===== config.mk =====
export PLATFORM = sky130hd
export DESIGN_NAME = wb_regfile
export DESIGN_NICKNAME = d
export VERILOG_FILES = /design/src/rtl/wb_regfile_pkg.sv /design/src/rtl/wb_regfile_load_scoreboard.sv /design/src/rtl/wb_regfile.sv
export SDC_FILE = /design/constraint.sdc
export NUM_CORES = 2
export LEC_CHECK = 0
export CORE_MARGIN = 4
export CORE_UTILIZATION = 42
export CTS_CLUSTER_SIZE = 20
export DETAILED_ROUTE_END_ITERATION = 7
export GPL_TIMING_DRIVEN = 0
export PLACE_DENSITY_LB_ADDON = 0.08
export SYNTH_ARGS = -nofsm -noshare
export SYNTH_HDL_FRONTEND = slang
export SYNTH_HIERARCHICAL = 1
export SYNTH_SLANG_ARGS = --single-unit

===== constraint.sdc =====
create_clock -name clk -period 44 [get_ports clk]
set_clock_uncertainty 0.1 [all_clocks]
set_input_delay 6.6 -clock clk [delete_from_list [all_inputs] [get_ports clk]]
set_output_delay 6.6 -clock clk [all_outputs]
set_load 0.005 [all_outputs]

===== src/rtl/wb_regfile_pkg.sv =====
// Shared constants and types for the writeback register file.
//   DATA_W    : register/data width
//   ADDR_W    : register index width
//   NUM_REGS  : number of architectural registers
//   reg_idx_t : register index type
//   word_t    : data word type
//   ZERO_REG  : index of the hard-wired zero register
package wb_regfile_pkg;
  localparam int DATA_W   = 32;
  localparam int ADDR_W   = 5;
  localparam int NUM_REGS = 32;

  typedef logic [ADDR_W-1:0] reg_idx_t;
  typedef logic [DATA_W-1:0] word_t;

  localparam reg_idx_t ZERO_REG = '0;
endpackage


===== src/rtl/wb_regfile_load_scoreboard.sv =====
// Pending-load scoreboard: one bit per register, set when a load
// leaves decode and cleared when that register is written back.
// Index-zero filtering is the caller's job; this block only enforces
// range and set/clear priority.
// Ports:
//   i_clk, i_reset           : clock, async active-high reset
//   i_set_en, i_set_idx      : mark register as awaiting load data
//   i_clr_en, i_clr_idx      : writeback landed for this register
//   i_look_a_idx/i_look_b_idx: lookup indices
//   o_pend_vec               : full scoreboard
//   o_pend_a / o_pend_b      : scoreboard bit at each lookup index
module load_scoreboard
  import wb_regfile_pkg::*;
#(
  parameter int ADDR_W   = wb_regfile_pkg::ADDR_W,
  parameter int NUM_REGS = wb_regfile_pkg::NUM_REGS
) (
  input  logic                i_clk,
  input  logic                i_reset,
  input  logic                i_set_en,
  input  logic [ADDR_W-1:0]   i_set_idx,
  input  logic                i_clr_en,
  input  logic [ADDR_W-1:0]   i_clr_idx,
  input  logic [ADDR_W-1:0]   i_look_a_idx,
  input  logic [ADDR_W-1:0]   i_look_b_idx,
  output logic [NUM_REGS-1:0] o_pend_vec,
  output logic                o_pend_a,
  output logic                o_pend_b
);

  logic [NUM_REGS-1:0] r_pend;
  logic [NUM_REGS-1:0] w_pend_nxt;
  logic                w_set_ok;
  logic                w_clr_ok;
  logic                w_a_ok;
  logic                w_b_ok;

  assign w_set_ok = (32'(i_set_idx)    < NUM_REGS);
  assign w_clr_ok = (32'(i_clr_idx)    < NUM_REGS);
  assign w_a_ok   = (32'(i_look_a_idx) < NUM_REGS);
  assign w_b_ok   = (32'(i_look_b_idx) < NUM_REGS);

  // Clear is applied before set so that a load issuing to the same
  // register as a landing writeback keeps the bit: the newer load owns it.
  always_comb begin
    w_pend_nxt = r_pend;
    if (i_clr_en && w_clr_ok) w_pend_nxt[i_clr_idx] = 1'b0;
    if (i_set_en && w_set_ok) w_pend_nxt[i_set_idx] = 1'b1;
  end

  always_ff @(posedge i_clk or posedge i_reset) begin
    if (i_reset) r_pend <= '0;
    else         r_pend <= w_pend_nxt;
  end

  assign o_pend_vec = r_pend;
  assign o_pend_a   = w_a_ok ? r_pend[i_look_a_idx] : 1'b0;
  assign o_pend_b   = w_b_ok ? r_pend[i_look_b_idx] : 1'b0;

endmodule


===== src/rtl/wb_regfile.sv =====
// Architectural register file at the end of the writeback path.
// Two combinational read ports with write-to-read bypass, register 0
// hard-wired to zero, and a pending-load scoreboard driving a decode stall.
// Ports:
//   clk, reset        : clock, async active-high reset
//   rs_addr/rs_data   : read port A
//   rt_addr/rt_data   : read port B
//   wb_en/addr/data   : writeback commit
//   ld_issue/ld_dest  : load leaving decode, destination register
//   stall             : decode must hold
//   pend_vec          : scoreboard contents
//
// Flow control: there is no valid/ready pair. stall is the only
// backpressure; while it is 1 the upstream stage holds rs_addr/rt_addr
// and keeps ld_issue low. A writeback landing in the same cycle as a
// stalled read forwards its data and removes the stall for that operand.
module wb_regfile
  import wb_regfile_pkg::*;
#(
  parameter int DATA_W   = wb_regfile_pkg::DATA_W,
  parameter int ADDR_W   = wb_regfile_pkg::ADDR_W,
  parameter int NUM_REGS = wb_regfile_pkg::NUM_REGS
) (
  input  logic                clk,
  input  logic                reset,
  input  logic [ADDR_W-1:0]   rs_addr,
  input  logic [ADDR_W-1:0]   rt_addr,
  output logic [DATA_W-1:0]   rs_data,
  output logic [DATA_W-1:0]   rt_data,
  input  logic                wb_en,
  input  logic [ADDR_W-1:0]   wb_addr,
  input  logic [DATA_W-1:0]   wb_data,
  input  logic                ld_issue,
  input  logic [ADDR_W-1:0]   ld_dest,
  output logic                stall,
  output logic [NUM_REGS-1:0] pend_vec
);

  logic [DATA_W-1:0] r_regs [NUM_REGS];

  logic              w_rs_ok;
  logic              w_rt_ok;
  logic              w_wb_ok;
  logic              w_wr_en;
  logic              w_ld_set;
  logic              w_byp_rs;
  logic              w_byp_rt;
  logic              w_pend_rs;
  logic              w_pend_rt;
  logic [DATA_W-1:0] w_rs_data;
  logic [DATA_W-1:0] w_rt_data;

  assign w_rs_ok  = (32'(rs_addr) < NUM_REGS);
  assign w_rt_ok  = (32'(rt_addr) < NUM_REGS);
  assign w_wb_ok  = (32'(wb_addr) < NUM_REGS);

  assign w_wr_en  = wb_en && (wb_addr != ADDR_W'(ZERO_REG)) && w_wb_ok;
  assign w_ld_set = ld_issue && (ld_dest != ADDR_W'(ZERO_REG));

  assign w_byp_rs = wb_en && (wb_addr == rs_addr);
  assign w_byp_rt = wb_en && (wb_addr == rt_addr);

  always_ff @(posedge clk or posedge reset) begin
    if (reset) begin
      for (int i = 0; i < NUM_REGS; i++) r_regs[i] <= '0;
    end else if (w_wr_en) begin
      r_regs[wb_addr] <= wb_data;
    end
  end

  // Reads are forced to zero while reset is held so a writeback presented
  // during reset cannot leak through the bypass.
  always_comb begin
    w_rs_data = '0;
    if (!reset && (rs_addr != ADDR_W'(ZERO_REG)) && w_rs_ok) begin
      if (w_byp_rs) w_rs_data = wb_data;
      else          w_rs_data = r_regs[rs_addr];
    end
  end

  always_comb begin
    w_rt_data = '0;
    if (!reset && (rt_addr != ADDR_W'(ZERO_REG)) && w_rt_ok) begin
      if (w_byp_rt) w_rt_data = wb_data;
      else          w_rt_data = r_regs[rt_addr];
    end
  end

  load_scoreboard #(
    .ADDR_W   (ADDR_W),
    .NUM_REGS (NUM_REGS)
  ) u_load_scoreboard (
    .i_clk        (clk),
    .i_reset      (reset),
    .i_set_en     (w_ld_set),
    .i_set_idx    (ld_dest),
    .i_clr_en     (w_wr_en),
    .i_clr_idx    (wb_addr),
    .i_look_a_idx (rs_addr),
    .i_look_b_idx (rt_addr),
    .o_pend_vec   (pend_vec),
    .o_pend_a     (w_pend_rs),
    .o_pend_b     (w_pend_rt)
  );

  assign rs_data = w_rs_data;
  assign rt_data = w_rt_data;
  assign stall   = ((rs_addr != ADDR_W'(ZERO_REG)) && w_pend_rs && !w_byp_rs) ||
                   ((rt_addr != ADDR_W'(ZERO_REG)) && w_pend_rt && !w_byp_rt);

endmodule


==> flow_summary.yaml <==
worst_setup_path:
  cpPeakStageDelay_ns: 1.29
  path_max_fanout: 10
  ff2ff_path_depth: 1
  path_buf_inv: 5
  path_cells: "clkdlybuf4s50_1, buf_2, clkinv_1, clkbuf_1, nand2_1, o22ai_1, nor3_1, nor2_1, clkdlybuf4s50_1"
  cp_top_family: "buffers and inverters"
  ff2ff_setup_slack_ns: 43.07
  cp-end-kind: "primary output"
  required_ns: 37.30
  timing.rr.end: "r_regs[419]"
  crit_top_cell: "clkdlybuf4s50_1"
  cp-start-kind: "primary input"
  crit_slowest_cell: "nand2_1"
  crit_type: "primary input to primary output"
  arrival_ns: 12.30
  rr_startpoint: "r_regs[419]"
  critical_path_depth: 9
placed_design:
  gp_congestion: 1.00
  portBuffers: 150
  hpwl_microns: 186000
  dp_cells: 6153
yosys:
  seq_area_frac_synth: 0.457
  yosys_warnings: 6
  yosys_most_used_dff: "dfrtp_1"
  ys_seq_elements: 1056
  synthArstFlopShare: 1.00
  synth.most_common_cell: "dfrtp_1"
  syn_inst: 4207
  syn_avg_cell_area_sq_um: 13.7
  synth_area_leaders: "dfrtp_1 46%, mux2_2 20%, mux4_2 12%"
  synthTopCellsByCount: "1,056 x dfrtp_1, 1,039 x mux2_2, 471 x mux2i_1"
  yosysTopAreaCellShare: 0.457
  syn_area_sq_um: 57800
  synth_cell_type_count: 64
  synth_nets: 4263
  synth_top_area_cell: "dfrtp_1"
  synth_edf_count: 0
run:
  cap_violations: 14
sta:
  rsz0062_at_grt: "false"
  worst_pin_slew_ns: 1.62
  fin_crit_ns: 19.00
  maxSlewHeadroom: -0.0820
  fmax_ghz: 0.0526
  tns_ns: 0
  hold_violations: 0
  post-route-period-util: 0.432
  setup_viol: 0
  slew_viol_final: 150
detailed_routing:
  drcViolationCount: 0
  vias: 44100
  routed_wl_microns: 281000
  wire_per_inst_microns: 43.9
  drtIter0Drc: 5942
  via_per_inst: 6.89
  drtPass1Iterations: 5
  ant_nets: 0
floorplan:
  ioPinCount: 153
  die_y_microns: 379
  start_util: 0.425
  core_sq_um: 136000
  die_width_microns: 379
  die_area_sq_um: 144000
  row_count: 135
clock_tree:
  clockBufferDepth: 3
  cts_setup_buffers: 0
  clock-sinks: 1056
  cts.clk_slew.worst_paths_ns: 0.06
  cts_resized: 0
  h-tree-depth: 3
  postCtsHoldBufs: 0
  clock_latency_ns: 0.77
  root_buffer: "clkbuf_16"
  cts_tree: "done"
  cts-buffers-inserted: 121
global_route:
  grt_pass1_wl_microns: 377000
  grt_start_max_net_pins: 121
  grt_pass1_vias: 42800
  grt_antenna_before_repair: 18
  overflow: 0
  track_usage: 0.388
final_layout:
  area_growth_pct: 14.3
  nets: 4552
  final_cells: 6394
  layout-drive-gt1-share: 0.394
worst_hold_path:
  min-delay-start: "r_regs[1016]"
  holdPathEnd: "r_regs[1016]"
  whs_path_depth: 1
  min_path_type: "register to register"
power_and_ir_drop:
  power_leakage_uw: 0.0290
  p_per_area_nw_per_um2: 45.6
  vdd_drop_max_mv: 0.0371
outcome:
  violations: "capacitance limit, slew limit"
  status: "complete, but fails checks"
-- report_power, final --
| part | total, uW | leakage (uW) | internal [uW] | switching, uW |
|---|---|---|---|---|
| registers | 1300 | 0.0135 | 1160 | 146 |
| clock network | 1060 | 0.00200 | 614 | 442 |
| logic | 659 | 0.0134 | 348 | 311 |
| total | 3020 | 0.0290 | 2120 | 898 |
-- cells in the final DEF, fill, tap and decap left out, drive strengths merged, types with 31 or more instances in the layout --
cell,netlist,routed
a32o,31,31
mux2,1039,1039
dfrtp,1056,1056
clkbuf,182,375
nor3,59,59
o21ai,97,97
a21oi,59,59
o22ai,129,129
clkdlybuf4s50,0,150
o21bai,31,31
o221ai,34,34
a221oi,35,35
nor2,91,91
mux2i,471,471
nand2,71,71
mux4,318,318
buf,269,285
-- cell families after synthesis --
| family | share of synthesized area |
|---|---|
| mux | 0.408 |
| flops | 0.457 |
| compound gates | 0.0641 |
| buf+inv | 0.0408 |
| simple gates | 0.0282 |
| xor+xnor | 0.00151 |
-- area by class of cell --
| cell class | count | area [sq um] |
|---|---|---|
| fill | 12300 | 70100 |
| multi-input combinational | 2695 | 29100 |
| sequential | 1056 | 26400 |
| clock buffer | 193 | 3720 |
| buffer | 451 | 2370 |
| tap | 1781 | 2230 |
| timing repair buffer | 166 | 1860 |
| clock inverter | 27 | 328 |
| antenna | 20 | 50.0 |
| inverter | 5 | 26.3 |
-- registers in the layout (all words and copies together) (netlist names) --
signal                        count
r_regs                         1024
u_load_scoreboard/o_pend_vec     32
-- through the flow --
stage	area (sq um)	power (uW)	util	setup WS (ns)	hold WS, ns
after floorplan	57800	1710	-	6.96	0.341
after global placement	61600	1940	0.452	-5.75	0.358
after detailed placement	62000	1960	0.455	25.46	0.365
after CTS	66000	3000	0.485	25.44	0.381
after global routing	66000	3110	0.485	25.27	0.399
final	66100	3020	0.485	25.00	0.380
-- routing by layer --
layer / vias up / part of all wire / routed length [microns] / global-route usage
met2: 2804 / 0.42 / 118000 / 0.555
met4: 6 / 0.072 / 20200 / 0.229
met1: 23700 / 0.39 / 110000 / 0.508
met5: - / 0.00013 / 37 / 0
li1: 16800 / - / - / -
met3: 761 / 0.11 / 31700 / 0.134
-- worst max-delay path by stage --
stage | to | slack (ns) | start
6_report | rt_data[28] | 25.00 | rt_addr[4]
3_5_place_dp | rt_data[28] | 25.46 | rt_addr[4]
5_1_grt | rt_data[28] | 25.27 | rt_addr[4]
2_1_floorplan | rt_data[29] | 6.96 | reset
3_3_place_gp | r_regs[139] | -5.75 | reset
4_1_cts | rt_data[28] | 25.44 | rt_addr[4]
(Power assumes the default switching activity.)
